<file path="src/rtl/alu_addsub_sequencer_if.sv">
// Command/result handshake bundle for the nibble-serial add/sub sequencer.
// The master is the operand/command front end; the slave is the sequencer itself.
interface alu_addsub_sequencer_if #(
    parameter int WIDTH = 16
);
    logic             in_valid;
    logic             in_ready;
    logic [WIDTH-1:0] in_a;
    logic [WIDTH-1:0] in_b;
    logic             in_op;
    logic             out_valid;
    logic             out_ready;
    logic [WIDTH-1:0] result;
    logic             carry_out;
    logic             overflow;
    logic             zero;
    logic             busy;

    modport master (
        output in_valid, in_a, in_b, in_op, out_ready,
        input  in_ready, out_valid, result, carry_out, overflow, zero, busy
    );

    modport slave (
        input  in_valid, in_a, in_b, in_op, out_ready,
        output in_ready, out_valid, result, carry_out, overflow, zero, busy
    );
endinterface

</file>
<file path="src/rtl/alu_addsub_sequencer.sv">
// Multi-word add/subtract done one nibble per clock (LSB first) through a single
// 4-bit ripple slice, with the carry held in a register between cycles.
module alu_addsub_sequencer #(
    parameter int WIDTH = 16
) (
    input  logic                 clk,
    input  logic                 rst_n,
    alu_addsub_sequencer_if.slave bus
);
    localparam int NIB  = WIDTH / 4;
    localparam int IDXW = (NIB > 1) ? $clog2(NIB) : 1;

    typedef enum logic [1:0] {S_IDLE, S_RUN, S_DONE} state_t;

    state_t           r_state;
    state_t           w_state_next;
    logic [WIDTH-1:0] r_a;
    logic [WIDTH-1:0] r_b;
    logic [WIDTH-1:0] r_result;
    logic [WIDTH-1:0] w_result_next;
    logic             r_op;
    logic             r_carry;
    logic             r_carry_out;
    logic             r_overflow;
    logic             r_zero;
    logic [IDXW-1:0]  r_idx;
    logic [3:0]       w_a_nib;
    logic [3:0]       w_b_nib;
    logic [3:0]       w_sum;
    logic [4:0]       w_c;
    logic             w_last;
    logic             w_accept;
    logic             w_in_ready;
    logic             w_busy;
    logic             w_out_valid;

    // Subtraction is A + ~B + 1: B is inverted per nibble and the +1 enters as the initial carry.
    assign w_a_nib = r_a[{r_idx, 2'b00} +: 4];
    assign w_b_nib = r_b[{r_idx, 2'b00} +: 4] ^ {4{r_op}};
    assign w_c[0]  = r_carry;

    for (genvar gi = 0; gi < 4; gi++) begin : g_full_adder
        assign w_sum[gi]  = w_a_nib[gi] ^ w_b_nib[gi] ^ w_c[gi];
        assign w_c[gi+1]  = (w_a_nib[gi] & w_b_nib[gi]) | (w_c[gi] & (w_a_nib[gi] ^ w_b_nib[gi]));
    end

    assign w_last   = (r_idx == IDXW'(NIB - 1));
    assign w_accept = bus.in_valid && w_in_ready;

    always_comb begin
        w_result_next                        = r_result;
        w_result_next[{r_idx, 2'b00} +: 4]   = w_sum;
    end

    always_ff @(posedge clk or negedge rst_n) begin
        if (!rst_n) begin
            r_state <= S_IDLE;
        end else begin
            r_state <= w_state_next;
        end
    end

    always_comb begin
        w_state_next = r_state;
        w_in_ready   = 1'b0;
        w_busy       = 1'b0;
        w_out_valid  = 1'b0;
        case (r_state)
            S_IDLE: begin
                w_in_ready = 1'b1;
                if (bus.in_valid) w_state_next = S_RUN;
            end
            S_RUN: begin
                w_busy = 1'b1;
                if (w_last) w_state_next = S_DONE;
            end
            S_DONE: begin
                w_out_valid = 1'b1;
                if (bus.out_ready) w_state_next = S_IDLE;
            end
            default: w_state_next = S_IDLE;
        endcase
    end

    always_ff @(posedge clk or negedge rst_n) begin
        if (!rst_n) begin
            r_a         <= '0;
            r_b         <= '0;
            r_op        <= 1'b0;
            r_idx       <= '0;
            r_carry     <= 1'b0;
            r_result    <= '0;
            r_carry_out <= 1'b0;
            r_overflow  <= 1'b0;
            r_zero      <= 1'b0;
        end else if (w_accept) begin
            r_a     <= bus.in_a;
            r_b     <= bus.in_b;
            r_op    <= bus.in_op;
            r_idx   <= '0;
            r_carry <= bus.in_op;
        end else if (r_state == S_RUN) begin
            r_result <= w_result_next;
            r_carry  <= w_c[4];
            r_idx    <= r_idx + IDXW'(1);
            // Flags are taken from the fully assembled result on the final nibble.
            if (w_last) begin
                r_carry_out <= w_c[4];
                r_overflow  <= (r_a[WIDTH-1] == (r_b[WIDTH-1] ^ r_op)) &&
                               (w_result_next[WIDTH-1] != r_a[WIDTH-1]);
                r_zero      <= (w_result_next == '0);
            end
        end
    end

    assign bus.in_ready  = w_in_ready;
    assign bus.busy      = w_busy;
    assign bus.out_valid = w_out_valid;
    assign bus.result    = r_result;
    assign bus.carry_out = r_carry_out;
    assign bus.overflow  = r_overflow;
    assign bus.zero      = r_zero;
endmodule

</file>
<file path="src/flat_wrapper.sv">
// flat-port wrapper written by rule: the top's interface ports become plain ports
module alu_addsub_sequencer_flat 
#(
    parameter int WIDTH = 16
)
  (clk, rst_n, bus_in_valid, bus_in_a, bus_in_b, bus_in_op, bus_out_ready, bus_in_ready, bus_out_valid, bus_result, bus_carry_out, bus_overflow, bus_zero, bus_busy);
  alu_addsub_sequencer_if #(.WIDTH(WIDTH)) bus_i ();
  input  logic clk;
  input  logic rst_n;
  input wire logic [$bits(bus_i.in_valid)-1:0] bus_in_valid;
  input wire logic [$bits(bus_i.in_a)-1:0] bus_in_a;
  input wire logic [$bits(bus_i.in_b)-1:0] bus_in_b;
  input wire logic [$bits(bus_i.in_op)-1:0] bus_in_op;
  input wire logic [$bits(bus_i.out_ready)-1:0] bus_out_ready;
  output wire logic [$bits(bus_i.in_ready)-1:0] bus_in_ready;
  output wire logic [$bits(bus_i.out_valid)-1:0] bus_out_valid;
  output wire logic [$bits(bus_i.result)-1:0] bus_result;
  output wire logic [$bits(bus_i.carry_out)-1:0] bus_carry_out;
  output wire logic [$bits(bus_i.overflow)-1:0] bus_overflow;
  output wire logic [$bits(bus_i.zero)-1:0] bus_zero;
  output wire logic [$bits(bus_i.busy)-1:0] bus_busy;
  assign bus_i.in_valid = bus_in_valid;
  assign bus_i.in_a = bus_in_a;
  assign bus_i.in_b = bus_in_b;
  assign bus_i.in_op = bus_in_op;
  assign bus_i.out_ready = bus_out_ready;
  assign bus_in_ready = bus_i.in_ready;
  assign bus_out_valid = bus_i.out_valid;
  assign bus_result = bus_i.result;
  assign bus_carry_out = bus_i.carry_out;
  assign bus_overflow = bus_i.overflow;
  assign bus_zero = bus_i.zero;
  assign bus_busy = bus_i.busy;
  alu_addsub_sequencer #(.WIDTH(WIDTH)) u_core (.clk(clk), .rst_n(rst_n), .bus(bus_i));
endmodule
</file>
<file path="config.mk">
export PLATFORM = sky130hd
export DESIGN_NAME = alu_addsub_sequencer_flat
export DESIGN_NICKNAME = d
export VERILOG_FILES = /design/src/rtl/alu_addsub_sequencer_if.sv /design/src/rtl/alu_addsub_sequencer.sv /design/src/flat_wrapper.sv
export SDC_FILE = /design/constraint.sdc
export NUM_CORES = 1
export LEC_CHECK = 0
export BUFFER_PORTS_ARGS = -buffer_cell sky130_fd_sc_hd__buf_2
export CORE_MARGIN = 5
export CORE_UTILIZATION = 59
export CTS_CLUSTER_DIAMETER = 200
export CTS_CLUSTER_SIZE = 40
export DETAILED_ROUTE_END_ITERATION = 12
export PLACE_DENSITY = 0.95
export SLEW_MARGIN = 40
export SYNTH_ARGS = -nofsm -noshare
export SYNTH_HDL_FRONTEND = slang
export SYNTH_SLANG_ARGS = --single-unit
export TNS_END_PERCENT = 5
</file>
<file path="constraint.sdc">
create_clock -name clk -period 6.1 [get_ports clk]
set_clock_uncertainty 0.15 [all_clocks]
set_input_delay 0.305 -clock clk [delete_from_list [all_inputs] [get_ports clk]]
set_output_delay 0.305 -clock clk [all_outputs]
set_load 0.05 [all_outputs]
</file>
==> results.cfg <==
[run_status]
status = finished clean

[place]
placed_cells = 412
io_buffers = 58
placed_cell_area_um2 = 3190
gp_congestion = 0.862
dpl.hpwl_mm = 4.35

[synth]
yosysTopAreaCellShare_pct = 49.8
synth_simple_gate_area_share_pct = 23.2
synth_compound_area_share_pct = 9.05
syn-num-nets = 347
synth_warnings = 0
yosysTopAreaCell = dfrtp_1
avgSynthCellArea_um2 = 9.54
synth_mux_area_share_pct = 7.39
ys_seq_area_share_pct = 49.8
synthTopCellsByArea = dfrtp_1 (50%), nand2_1 (17%), mux4_2 (6.3%), fa_1 (2.8%), ha_1 (2.6%)
ys_ff_latch = 57
synthAdderAreaFrac_pct = 5.42
synth_top_family_by_area = simple AND/OR/NAND/NOR gates
synth_xor_area_share_pct = 1.53
synth_cells = 300
netlist-cell-type-count = 40
syn_area_um2 = 2860

[clocking]
cts.sinks = 57
cts.path.max_buffers = 2
htreeDepth = 3
clk_pin_slew_ps = 70
cts_root_buffer = clkbuf_8
tritoncts = built
clock_latency_ps = 330
tritoncts.num_buffers = 9
cts-resized-gates = 0

[worst_setup_path]
worstPathMaxFanout = 24
crit_family = adder cells
r2r_slack_ps = 1890
required_ps = 6180
crit_slowest_cell = fa_1
cp_slowest_stage_delay_ps = 600
cpMostUsedCell = fa_1
critPathArrivalTime_ps = 4290
cp-start-kind = flop
worst-setup-path-type = flop to flop
cp_cell_sequence = buf_4 -> mux4_2 -> xor2_1 -> fa_1 -> inv_1 -> fa_1 -> fa_1 -> fa_1 -> o41ai_2 -> or4_1 -> o41ai_2
worstPathBufferInverterCount = 2
endpoint_kind = flop

[drt]
post_drt_wl_per_cell_um = 14.6
drtAntennaViolNets = 0
wl_mm = 6.28
vias = 2327
avgViaCountPerCell = 5.40
first_iter_violations = 204
route.detailed.drc = 0
firstDrtPassIters = 4

[timing]
setup_viol = 0
fmax_mhz = 238
worstMarginPinSlew_ps = 715
tns_ps = 0
hold_viol_final = 0
slew_violations = 0
slew_headroom_pct = 52.3
post-route-period-util_pct = 69.0
rsz0062_at_grt = false
fin_crit_ps = 4210

[floorplanning]
core_um2 = 4720
start_util_pct = 60.6
ios = 59
dieArea_um2 = 6340
die_w_um = 79.7
die_y_um = 79.7
rows = 25

[worst_hold_path]
hp-class = input port to flop

[grt]
antenna_found_initial = 0
gr-total-overflow = 0
grt_max_degree = 58
track_usage_pct = 22.3
grt_pass1_wl_mm = 10.8
grt_pass1_vias = 2321

[final_layout]
nets = 407
syn_to_final_growth_pct = 19.3
fillers = 337
drive_above_1_share_pct = 24.7
utilization_pct = 72.3
fin_cells = 431
num_antenna_cells = 0
fin_area_um2 = 3410

[flow_run]
cap_violations = 0
-- final cells by class --
type / count / area (µm²) / share of cell area [%]
Multi-Input combinational cell: 218 / 1340 / 39.1
Clock buffer: 12 / 165 / 4.84
Sequential cell: 57 / 1430 / 41.8
Timing Repair Buffer: 64 / 345 / 10.1
Inverter: 10 / 42.5 / 1.25
Tap cell: 67 / 83.8 / 2.46
Clock inverter: 3 / 15.0 / 0.440
-- final timing paths --
path	start	end	cells past startpoint
worst max-delay path	u_core.r_idx[0]	u_core.bus.zero	11
worst min-delay path	bus_in_b[5]	u_core.r_b[5]	3
worst max register to register	u_core.r_idx[0]	u_core.bus.zero	11
worst min register to register	u_core.r_b[1]	u_core.r_b[1]	2
max in group asynchronous	rst_n	u_core.bus.result[8]	3
min in group asynchronous	rst_n	u_core.bus.result[2]	3
-- stage by stage --
step           hold WS, ps  setup WS, ps
5_1_grt               4.56          1690
2_1_floorplan         -141          2100
6_report              13.3          1890
4_1_cts               3.09          1890
3_3_place_gp           303          2010
3_5_place_dp           314          1900
-- synthesized netlist by cell type, drive strengths merged --
| cell | number |
|---|---|
| or2b | 1 |
| a31oi | 2 |
| o41ai | 8 |
| o31ai | 1 |
| a2111o | 1 |
| a221oi | 1 |
| nand3 | 2 |
| mux2 | 1 |
| nor2 | 6 |
| nand2b | 4 |
| o21ai | 14 |
| nor4 | 1 |
| o2111ai | 1 |
| clkinv | 1 |
| nor3 | 2 |
| ha | 6 |
| o21a | 1 |
| o211ai | 1 |
| fa | 4 |
| a41oi | 2 |
| buf | 4 |
| nor2b | 6 |
| and2 | 2 |
| a2111oi | 1 |
| mux2i | 2 |
| mux4 | 8 |
| nand4bb | 1 |
| nand2 | 127 |
| dfrtp | 57 |
| nand3b | 2 |
| nand4 | 1 |
| a21oi | 1 |
| xnor2 | 3 |
| clkbuf | 11 |
| xor2 | 2 |
| inv | 9 |
| or4 | 2 |
| o221ai | 1 |
-- kinds of logic (layout without fill, tap and decap cells) --
group / Yosys count / after routing
AOI/OAI and AO/OA: 35 / 35
xor gates and xnor gates: 5 / 5
adders and majority gates: 10 / 10
buffers and inverters: 25 / 89
DFF: 57 / 57
muxes: 11 / 11
and+or+nand+nor: 157 / 157
-- sequential cells by signal, indices dropped and copies added, names as in the netlist --
signal / flops
u_core.bus.zero: 1
u_core.bus.carry_out: 1
u_core.r_idx: 2
u_core.r_carry: 1
u_core.bus.overflow: 1
u_core.r_a: 16
u_core.bus.result: 16
u_core.r_b: 16
u_core.r_state: 2
u_core.r_op: 1
-- repair_timing --
| item | in CTS | in global routing |
|---|---|---|
| buffers inserted | 0 | 0 |
| hold buffers | 4 | 0 |
| endpoints found under the hold margin | 60 | 0 |
-- tightest hold or removal path: cells and delay by family --
kind	cells	cell delay, ps
buf+inv	1	70
simple gates	2	80
-- cell usage in the layout (no fill, tap or decap), types with 2 or more instances in the layout --
| cell type | instances |
|---|---|
| inv_1 | 9 |
| mux4_2 | 8 |
| mux2i_1 | 2 |
| o21ai_0 | 14 |
| or4_1 | 2 |
| a41oi_1 | 2 |
| clkbuf_8 | 12 |
| buf_4 | 2 |
| dfrtp_1 | 57 |
| xnor2_1 | 3 |
| nor3_1 | 2 |
| nand3_1 | 2 |
| nor2_1 | 6 |
| nand2b_1 | 3 |
| nor2b_1 | 6 |
| buf_2 | 58 |
| ha_1 | 6 |
| o41ai_1 | 6 |
| nand3b_1 | 2 |
| a31oi_1 | 2 |
| dlygate4sd3_1 | 4 |
| fa_1 | 4 |
| o41ai_2 | 2 |
| clkinv_2 | 3 |
| xor2_1 | 2 |
| nand2_1 | 126 |
-- routing by layer --
metal  share of wire, %  vias up  global-route usage, %
met5                  0        -                      0
met1                 43     1124                   29.3
met3                5.3       15                   4.51
met4                2.2        0                   11.3
li1                   -     1115                      -
met2                 49       73                   35.0
Power is not shown: default switching activity piles up to over one toggle a cycle in this logic, so the estimate is an artifact.
